`src/rtl/seq_alu.sv`:
```
// Multicycle execute-stage ALU with valid/ready handshakes on both sides.
// Logic/arithmetic ops finish in one cycle; shifts step one bit per cycle.
module seq_alu #(
    parameter int unsigned XLEN = 32
) (
    input  logic            clk,
    input  logic            rst,
    input  logic            in_valid,
    output logic            in_ready,
    input  logic [3:0]      op,
    input  logic [XLEN-1:0] a,
    input  logic [XLEN-1:0] b,
    output logic            out_valid,
    input  logic            out_ready,
    output logic [XLEN-1:0] result,
    output logic            zero,
    output logic            illegal
);

    localparam int unsigned SW = $clog2(XLEN);
    localparam logic [SW-1:0] CntOne = SW'(1);

    localparam logic [3:0] OpAnd  = 4'b0000;
    localparam logic [3:0] OpOr   = 4'b0001;
    localparam logic [3:0] OpAdd  = 4'b0010;
    localparam logic [3:0] OpSub  = 4'b0110;
    localparam logic [3:0] OpXor  = 4'b0101;
    localparam logic [3:0] OpSlt  = 4'b1100;
    localparam logic [3:0] OpSltu = 4'b1101;
    localparam logic [3:0] OpSll  = 4'b1010;
    localparam logic [3:0] OpSrl  = 4'b1000;
    localparam logic [3:0] OpSra  = 4'b1001;

    localparam logic [1:0] ShSll = 2'd0;
    localparam logic [1:0] ShSrl = 2'd1;
    localparam logic [1:0] ShSra = 2'd2;

    typedef enum logic [1:0] {
        StIdle,
        StShift,
        StDone
    } state_e;

    state_e          state_q, state_d;
    logic [XLEN-1:0] acc_q, acc_d;
    logic [SW-1:0]   cnt_q, cnt_d;
    logic [1:0]      sh_q, sh_d;
    logic            illegal_q, illegal_d;
    logic            zero_q;

    logic            accept;
    logic            is_shift;
    logic [SW-1:0]   shamt;
    logic            slt_s;
    logic            slt_u;

    assign accept   = in_valid & in_ready;
    assign is_shift = (op == OpSll) | (op == OpSrl) | (op == OpSra);
    assign shamt    = b[SW-1:0];
    assign slt_s    = $signed(a) < $signed(b);
    assign slt_u    = a < b;

    always_ff @(posedge clk) begin
        if (rst) begin
            state_q   <= StIdle;
            acc_q     <= '0;
            cnt_q     <= '0;
            sh_q      <= ShSll;
            illegal_q <= 1'b0;
            zero_q    <= 1'b1;
        end else begin
            state_q   <= state_d;
            acc_q     <= acc_d;
            cnt_q     <= cnt_d;
            sh_q      <= sh_d;
            illegal_q <= illegal_d;
            zero_q    <= (acc_d == '0);
        end
    end

    always_comb begin
        state_d   = state_q;
        acc_d     = acc_q;
        cnt_d     = cnt_q;
        sh_d      = sh_q;
        illegal_d = illegal_q;
        unique case (state_q)
            StIdle, StDone: begin
                if (state_q == StDone && out_ready) begin
                    state_d = StIdle;
                end
                if (accept) begin
                    state_d   = StDone;
                    illegal_d = 1'b0;
                    cnt_d     = '0;
                    if (is_shift) begin
                        // Operand a is loaded and shifted in place; shamt==0 completes at once.
                        acc_d = a;
                        cnt_d = shamt;
                        sh_d  = (op == OpSll) ? ShSll : ((op == OpSra) ? ShSra : ShSrl);
                        if (shamt != '0) begin
                            state_d = StShift;
                        end
                    end else begin
                        case (op)
                            OpAnd:   acc_d = a & b;
                            OpOr:    acc_d = a | b;
                            OpAdd:   acc_d = a + b;
                            OpSub:   acc_d = a - b;
                            OpXor:   acc_d = a ^ b;
                            OpSlt:   acc_d = {{(XLEN-1){1'b0}}, slt_s};
                            OpSltu:  acc_d = {{(XLEN-1){1'b0}}, slt_u};
                            default: begin
                                acc_d     = '0;
                                illegal_d = 1'b1;
                            end
                        endcase
                    end
                end
            end
            StShift: begin
                case (sh_q)
                    ShSll:   acc_d = {acc_q[XLEN-2:0], 1'b0};
                    ShSra:   acc_d = {acc_q[XLEN-1], acc_q[XLEN-1:1]};
                    default: acc_d = {1'b0, acc_q[XLEN-1:1]};
                endcase
                cnt_d = cnt_q - CntOne;
                if (cnt_q == CntOne) begin
                    state_d = StDone;
                end
            end
            default: state_d = StIdle;
        endcase
    end

    always_comb begin
        in_ready  = 1'b0;
        out_valid = 1'b0;
        unique case (state_q)
            StIdle:  in_ready = 1'b1;
            StDone: begin
                out_valid = 1'b1;
                in_ready  = out_ready;
            end
            default: in_ready = 1'b0;
        endcase
    end

    assign result  = acc_q;
    assign zero    = zero_q;
    assign illegal = illegal_q;

endmodule
```
`config.mk`:
```
export PLATFORM = sky130hd
export DESIGN_NAME = seq_alu
export DESIGN_NICKNAME = d
export VERILOG_FILES = /design/src/rtl/seq_alu.sv
export SDC_FILE = /design/constraint.sdc
export NUM_CORES = 1
export LEC_CHECK = 0
export CAP_MARGIN = 5
export CORE_MARGIN = 2
export CORE_UTILIZATION = 55
export DETAILED_ROUTE_END_ITERATION = 8
export PLACE_DENSITY_LB_ADDON = 0.3
export SETUP_SLACK_MARGIN = 0.2
export SLEW_MARGIN = 15
export SYNTH_ARGS = -nofsm -noshare
export SYNTH_HDL_FRONTEND = slang
export SYNTH_SLANG_ARGS = --single-unit
```
`constraint.sdc`:
```
create_clock -name clk -period 4.8 [get_ports clk]
set_clock_uncertainty 0.05 [all_clocks]
set_input_delay 0.96 -clock clk [delete_from_list [all_inputs] [get_ports clk]]
set_output_delay 0.96 -clock clk [all_outputs]
set_load 0.03 [all_outputs]
```
Word-level counts from Yosys, hierarchy flattened
Index checks and enable logic that the tools add are counted.
{"block": "totals", "mem_count": 0, "rom_bits": 0, "word_cells": 66, "regBits": 43, "mem_bits_rw": 0, "in_bits": 72, "latch_bits": 0}
{"block": "classes", "order_cmp": 2, "div_mod_pow": 0, "reduce_logical": 13, "shift": 0, "multipliers": 0, "addsub": 3, "mux": 20, "bitwise": 6, "eq_ne": 16}
{"operator": "one-hot mux 32 bit (7 select lines)", "count": 1}
{"operator": "one-hot mux 32 bit (2 select lines)", "count": 2}
{"operator": "< comparator 32 bit", "count": 2}
{"operator": "2-to-1 mux 32 bit", "count": 2}
{"operator": "adder 32 bit", "count": 1}
{"operator": "AND 32 bit", "count": 1}
{"operator": "logical NOT 32 bit", "count": 1}
{"operator": "OR 32 bit", "count": 1}
{"operator": "subtractor 32 bit", "count": 1}
{"operator": "XOR 32 bit", "count": 1}
{"operator": "equality test 4 bit, second input constant", "count": 5}
{"operator": "2-to-1 mux 2 bit", "count": 7}
{"operator": "2-to-1 mux 5 bit", "count": 2}
{"operator": "one-hot mux 5 bit (2 select lines)", "count": 1}
{"operator": "equality test 4 x 3 -> 1 bit, second input constant", "count": 2}
{"operator": "OR reduction 7 bit", "count": 1}
{"operator": "AND reduction 2 bit", "count": 3}
{"operator": "equality test 5 x 1 -> 1 bit, second input constant", "count": 1}
{"operator": "nonzero test 5 bit", "count": 1}
{"operator": "subtractor 5 x 1 -> 5 bit, second input constant", "count": 1}
{"operator": "equality test 2 bit, second input constant", "count": 2}
{"operator": "equality test 4 x 1 -> 1 bit, second input constant", "count": 1}
{"operator": "equality test 4 x 2 -> 1 bit, second input constant", "count": 1}
{"operator": "logical NOT 2 bit", "count": 2}
{"operator": "other kinds (13)", "count": 17}

Logic depth before layout (Yosys ltp)
Gate-level depths: netlist (run 1).
{"block": "depth", "depth_word": 7, "ltp_mapped": 14, "mapped_depth_nobuf": 14}

Worst setup path before layout (run 1)
OpenSTA, ideal clock, no wires.
{"block": "synth_timing", "path_type": "in2reg", "from": "input port a[0]", "to": "register zero_q (netlist: zero)", "stages": 14, "setup_slack_ns": 0.838, "setup_ns": 0.059, "arrival_ns": 3.853, "cell_sequence": "inv_1 -> ha_1 -> fa_1 -> or2_1 -> a2111o_1 -> a31oi_1 -> nor4_4 -> o2bb2ai_2 -> o31ai_2 -> o2111ai_1 -> o221ai_1 -> o311ai_0 -> nor4_2 -> a31o_1"}
{"block": "synth_via", "elab_chain_len": 6}
{"item": "start: declaration", "line_no": "11", "text": "input logic [XLEN-1:0] a,"}
{"item": "subtractor 32 bit, or another cell as far along", "line_no": "109", "text": "OpSub: acc_d = a - b;"}
{"item": "one-hot mux 32 bit (7 select lines)", "line_no": "105", "text": "case (op)"}
{"item": "2-to-1 mux 32 bit (*)", "line_no": "96", "text": "if (is_shift) begin"}
{"item": "2-to-1 mux 32 bit (*)", "line_no": "92", "text": "if (accept) begin"}
{"item": "one-hot mux 32 bit (2 select lines) (*)", "line_no": "87", "text": "unique case (state_q)"}
{"item": "logical NOT 32 bit (*)", "line_no": "77", "text": "zero_q <= (acc_d == '0);"}
{"item": "end signal: assignment", "line_no": "77"}
{"item": "end: declaration", "line_no": "49", "text": "logic zero_q;"}
Every way passes the cells marked *; elsewhere a longest branch is shown, timed or not.
A chain may end at the register's enable or synchronous reset.

Worst setup path in the final report (run 1)
{"block": "layout_timing", "from": "input port b[3]", "to": "register zero_q (netlist: zero)"}
{"block": "layout_via", "elab_chain_len": 6}
{"item": "start: declaration", "line_no": "12", "text": "input logic [XLEN-1:0] b,"}
{"item": "subtractor 32 bit, or another cell as far along", "line_no": "109"}
{"item": "one-hot mux 32 bit (7 select lines) (*)", "line_no": "105"}
{"item": "2-to-1 mux 32 bit (*)", "line_no": "96"}
{"item": "2-to-1 mux 32 bit (*)", "line_no": "92"}
{"item": "one-hot mux 32 bit (2 select lines) (*)", "line_no": "87"}
{"item": "logical NOT 32 bit (*)", "line_no": "77"}
Marked as above.

==> results of run 1 <==
## worst min path at each step
stage / from / endpoint / slack (ns) / cells after the start
after global placement: cnt_q[4] / cnt_q[4] / 0.43 / 2
after CTS: cnt_q[4] / cnt_q[4] / 0.44 / 2
final: cnt_q[4] / cnt_q[4] / 0.44 / 2
after floorplan: cnt_q[4] / cnt_q[4] / 0.41 / 2
after detailed placement: cnt_q[4] / cnt_q[4] / 0.43 / 2
after global routing: cnt_q[4] / cnt_q[4] / 0.47 / 2
## worst max-delay path, stage by stage
cell and delay (ns):
clkdlybuf4s50_1 0.50, inv_1 0.08, ha_1 0.42, nor2b_1 0.21, a2111o_1 0.29, buf_6 0.16, a21oi_4 0.06, buf_4 0.14
o311ai_1 0.29, a31oi_1 0.19, buf_4 0.17, a221oi_1 0.38, nand2_1 0.09, o2bb2ai_1 0.13, o311a_1 0.16, o211a_1 0.24
a31o_1 0.17
## kinds of logic (layout without fill, tap and decap cells)
| kind of cell | Yosys count | in the layout |
|---|---|---|
| mux | 24 | 24 |
| fa+ha+maj | 100 | 100 |
| flops | 43 | 43 |
| buf+inv | 188 | 404 |
| simple gates | 419 | 419 |
| compound gates | 475 | 475 |
| xor+xnor | 14 | 14 |
## where the power goes
group	switching [mW]	internal (mW)	total (mW)
Combinational	0.771	0.551	1.32
Clock	0.152	0.246	0.397
Sequential	0.0459	0.386	0.432
## layout by cell type (no fill, tap or decap), types with 14 or more instances in the layout
cell	Yosys	routed
buf_4	0	187
nor2_1	138	136
a21oi_1	132	126
clkdlybuf4s50_1	0	104
ha_1	98	95
inv_1	94	94
nand2_1	88	88
o21ai_0	81	78
dfxtp_1	43	41
nor3_1	35	35
nand3_1	30	29
a221oi_1	26	26
mux2i_1	21	21
nor2b_1	19	19
o211ai_1	19	19
o31ai_1	20	18
a211oi_1	21	18
nor4_1	20	17
nand4_1	17	17
a31oi_1	19	15
xnor2_1	14	14
## per-layer routing
layer | wire length (um) | part of all wire (%)
met1 | 14400 | 37
met2 | 16500 | 43
met3 | 4810 | 12
met4 | 3020 | 7.8
met5 | 0 | 0
## state kept, by name (all words and copies together), names as in the netlist
register / flops
cnt_q: 5
illegal: 1
result: 32
sh_q: 2
state_q: 2
zero: 1
## cell usage after synthesis (20+ instances only)
cell type,n
ha_1,98
clkbuf_1,62
a221oi_1,26
a211oi_1,21
nand2_1,88
inv_1,94
o31ai_1,20
nor2_1,138
dfxtp_1,43
nor4_1,20
mux2i_1,21
o21ai_0,81
nand3_1,30
a21oi_1,132
nor3_1,35
## through the flow
stage | cells | setup TNS (ns)
2_1_floorplan | 1263 | 0
3_3_place_gp | 1655 | -0.118
3_5_place_dp | 1655 | -0.310
4_1_cts | 1664 | 0
5_1_grt | 1667 | 0
6_report | 1667 | 0
## layout make-up
cell class	instances	area [um2]
clock buffers	5	125
clock inverters	3	43.8
fillers	1229	3850
inverters	98	368
multi-input cells	1032	7110
flip-flops and latches	43	863
well taps	188	235
repair buffers	298	2550
## repair_timing
action	in CTS	in global routing
resized for setup	9	34
setup buffers	1	3
pin swaps	6	17
setup endpoints to repair	1	2
==> results.md, run 1 <==
* Status: completed
* Synthesized Nets at 1435
* GRT Overall Usage at 45.4%
* Worst min path class: flop to flop
* Lkg Pwr at 4.85 nW
* Area leader, netlist: ha_1
* DR iter-0 viols at 1604
* Peak supply drop at 0.175 mV
* Total number of vias at 11582
* Kind of critical path: input pin to flop
* Post-Synthesis Cell Area at 8520 um2
* Final Hold Fails at 0
* Longest Clk Path Bufs at 2
* Pwr Total at 2.15 mW
* Buffers added on ports at 107
* Slew Limit Fails at 0
* Met3 usage at 8.57%
* Max_slew headroom at 24.6%
* Crit path DAT at 4.63 ns
* Mean Syn Cell Area at 6.74 um2
* DP Worst Slack at -0.261 ns
* Compound-cell area share of the yosys netlist at 38.0%
* Antenna cells at 0
* Post-synthesis mux area share at 2.86%
* Met1 GRT Util at 57.4%
* Area share of the largest cell type after synthesis at 14.4%
* Cell variety after synth at 85
* CTS tree: done
* Antenna violations before repair at 0
* Final core occ at 74.6%
* First-pass GRT wire length at 59000 um
* Adder-Cell Fraction of Synth Area at 14.9%
* Total grt overflow at 0
* Synthesized instance count at 1263
* Die X-Extent at 128 um
* Clock root buffer: clkbuf_16
* Antenna Nets Post-Route at 0
* Clk sink count at 43
* Worst-path clk slew at 0.07 ns
* Xor/xnor share of the synthesized area at 1.44%
* Layout area overhead at 32.7%
* FF+latch count, synth at 43
* Layout cells sized above 1 at 17.9%
* Post-synth ARST share at 0%
* Floorplan Core Area at 15100 um2
* Largest net degree at the start of global routing at 54
* # IOs at 108
* Drt pass-1 iters at 7
* Post-CTS Hold Fix Bufs at 0
* Fmax at 222 MHz
* Critical path origin: b[3]
* # nets final at 1650
* Detailed-route wire length per cell at 23.2 um
* Initial Utilization at 56.2%
* Power Density at 190 nW/um2
* Chip height at 128 um
* FF-to-FF path depth at 13
* Critical Path RT at 4.94 ns
* H-tree Lvls at 2
* R2R Path Start: state_q[1]
* MaxCap Viol Count at 0
* Vias in the first global route at 10829
* Final instance area at 11300 um2
* R2r endpoint: zero
* GP Congestion at 1.15
* DIE AREA at 16500 um2
* Insertion delay to the later sink of the worst-skew pair at 0.29 ns
* Sequential cell area fraction in the yosys report at 10.1%
* Ys Warns at 0
* CP Capture Type: flop
* Via density per instance at 6.95
* Largest family of logic cells by synthesized area: compound AO/OA/AOI/OAI gates
* Final min period at 4.50 ns
* Crit-path max FO at 7
* Ranking of synthesized cells by area: ha_1 14%, dfxtp_1 10%, a21oi_1 7.8%, nor2_1 6.1%, o21ai_0 4.8%
* Setup repair after global routing missed its margin: no
* Measured slew at the worst slew-check pin at 1.12 ns
* Startpoint Class: input pin
* M2 GR Usage at 71.3%
* Synth Flop Type: dfxtp_1
* CP Capture Point: zero
* Area of placed instances at 10900 um2
* Post-route DRC at 0
* Final WS setup at 0.305 ns
* Setup violators final at 0
* Flop2flop setup slack at 1.10 ns
* Hpwl dp at 30300 um
* Hold WS at 0.438 ns
* EDFF count, synth at 0
* Synth Area in Simple Gates at 24.2%
* Num rows at 45
* Routed WL at 38700 um
* Most Crowded Layer GR: met2
* Final period util at 93.7%
* CTS Buf Count at 5
Power figures use the tool's default switching activity.
==> inputs of run 2 (changes only) <==
--- a/config.mk
+++ b/config.mk
@@ -6,8 +6,9 @@
 export NUM_CORES = 1
 export LEC_CHECK = 0
 export CAP_MARGIN = 5
+export CORE_ASPECT_RATIO = 1.75
 export CORE_MARGIN = 2
-export CORE_UTILIZATION = 55
+export CORE_UTILIZATION = 25
 export DETAILED_ROUTE_END_ITERATION = 8
 export PLACE_DENSITY_LB_ADDON = 0.3
 export SETUP_SLACK_MARGIN = 0.2
==> results.md, run 2 (synthesized netlist as in run 1, its figures left out) <==
* DR iter-0 viols at 801
* Most frequent cells in the layout: 264 x buf_4, 135 x nor2_1, 125 x a21oi_1, 101 x clkdlybuf4s50_1, 92 x inv_1
* Setup repair after global routing missed its margin: no
* Register area at 863 um2
* Hold-critical path depth at 2
* Critical path origin: b[11]
* DP Worst Slack at -0.361 ns
* Clock root buffer: clkbuf_16
* Vias in the first global route at 11271
* Peak supply drop at 0.109 mV
* Detailed-route wire length per cell at 22.8 um
* Slew Limit Fails at 0
* Via density per instance at 5.59
* Setup violators final at 0
* CTS Buf Count at 5
* Final core occ at 37.0%
* Antenna Nets Post-Route at 0
* Final min period at 4.48 ns
* Worst-path clk slew at 0.07 ns
* Placed cell count at 1998
* Chip height at 248 um
* Min-Delay Startpoint: cnt_q[4]
* Insertion delay to the later sink of the worst-skew pair at 0.29 ns
* Worst min path class: flop to flop
* DIE AREA at 35600 um2
* Final Hold Fails at 0
* Max_slew headroom at 23.9%
* Kind of critical path: input pin to flop
* Area occupied by multi-input gates at 7330 um2
* Initial Utilization at 25.3%
* Drt pass-1 iters at 5
* Lkg Pwr at 5.28 nW
* Measured slew at the worst slew-check pin at 1.13 ns
* Crit path DAT at 4.67 ns
* CP Capture Type: flop
* MaxCap Viol Count at 0
* Hpwl dp at 38300 um
* Antenna cells at 0
* Power Density at 181 nW/um2
* Layout cells sized above 1 at 24.2%
* Longest Clk Path Bufs at 2
* GP Congestion at 0.970
* Post-route DRC at 0
* Crit-path max FO at 7
* Die X-Extent at 144 um
* FF-to-FF path depth at 13
* Floorplan Core Area at 33600 um2
* # fillers at 3681
* H-tree Lvls at 2
* Critical Path RT at 4.99 ns
* Status: completed
* Final WS setup at 0.317 ns
* Hold WS at 0.450 ns
* GRT Overall Usage at 25.3%
* CTS tree: done
* Final Instance Count excl. Fillers at 2015
* Clk sink count at 43
* # nets final at 1731
* First-pass GRT wire length at 67900 um
* Commonest non-fill, non-tap cell in the layout: buf_4
* # IOs at 108
* Startpoint Class: input pin
* Buffers added on ports at 107
* Post-CTS Hold Fix Bufs at 0
* Fmax at 223 MHz
* Antenna violations before repair at 0
* R2R Path Start: state_q[0]
* Total number of vias at 11270
* Final period util at 93.4%
* Num rows at 89
* Max FFs per register at 32
* Largest net degree at the start of global routing at 38
* Total grt overflow at 0
* Layout area overhead at 46.2%
* Routed WL at 46000 um
run 2: cell count changes in the layout (fill, tap and decap cells not counted), moves of 3 or more:
| cell | before | now |
|---|---|---|
| buf_4 | 187 | 264 |
| ha_1 | 95 | 88 |
| ha_2 | 3 | 7 |
| nor3_1 | 35 | 31 |
| buf_6 | 1 | 4 |
| clkdlybuf4s50_1 | 104 | 101 |
| ha_4 | 0 | 3 |
| nor3_4 | 0 | 3 |
| o2111ai_1 | 11 | 8 |
| o2111ai_2 | 0 | 3 |
run 2: power breakdown:
| part | switching [mW] | total [mW] | leakage, nW | internal, mW |
|---|---|---|---|---|
| registers | 0.0479 | 0.434 | 0.353 | 0.386 |
| logic | 0.832 | 1.47 | 4.86 | 0.636 |
| clock network | 0.156 | 0.349 | 0.0669 | 0.193 |
| total | 1.04 | 2.25 | 5.28 | 1.21 |
run 2: per-stage QoR:
stage / cell area, um2 / total power, mW / TNS (ns)
5_1_grt: 12500 / 2.37 / 0
3_5_place_dp: 11900 / 1.82 / -0.762
3_3_place_gp: 11900 / 1.82 / -0.564
4_1_cts: 12100 / 2.19 / 0
2_1_floorplan: 8520 / 1.13 / 0
6_report: 12500 / 2.25 / 0
run 2: critical path, cell delays in order:
cell	delay [ns]
clkdlybuf4s50_1	0.49
inv_1	0.06
ha_1	0.29
buf_4	0.17
buf_4	0.16
nand2_1	0.17
buf_4	0.16
o21ai_0	0.08
a22oi_1	0.27
o311ai_2	0.17
buf_4	0.19
buf_4	0.13
a21oi_1	0.16
or3_1	0.13
a21oi_1	0.06
o32ai_1	0.24
buf_4	0.20
nand4_1	0.11
nor4_2	0.27
a31o_1	0.18
run 2: layout make-up:
cell class / instances / area share (%)
clock buffers: 6 / 1.03
clock inverters: 2 / 0.100
inverters: 98 / 2.95
multi-input cells: 1032 / 58.8
flip-flops and latches: 43 / 6.93
well taps: 455 / 4.57
repair buffers: 379 / 25.6
run 2: layer usage:
layer  up-vias  global-route usage [%]  part of all wire, %
met5         -                       0                    0
met4         0                    17.7                  8.6
met3       166                    2.19                  4.0
met2       429                    47.1                   51
met1      5384                    26.2                   36
li1       5291                       -                    -
run 2: path summary, 6_finish.rpt:
kind | end | slack [ns]
max | zero | 0.32
min | cnt_q[4] | 0.45
min reg2reg | cnt_q[4] | 0.45
max reg2reg | zero | 1.23
run 2: timing repair:
item / 4_1_cts / 5_1_grt
setup buffers: 4 / 5
endpoints found under the setup margin: 3 / 3
gates resized for setup: 27 / 65
pin swaps: 18 / 29
==> inputs of run 3 (changes only) <==
==> constraint.sdc (replaced) <==
create_clock -name clk -period 4.8 [get_ports clk]
set_clock_uncertainty 0.05 [all_clocks]
set_input_delay 0.96 -clock clk [delete_from_list [all_inputs] [get_ports clk]]
set_output_delay 0.96 -clock clk [all_outputs]
set_load 0.01 [all_outputs]
==> results of run 3 <==
Same layout as run 2 (identical final DEF). Status: completed.
Main changes from that run: total power 2.25 mW -> 2.21 mW
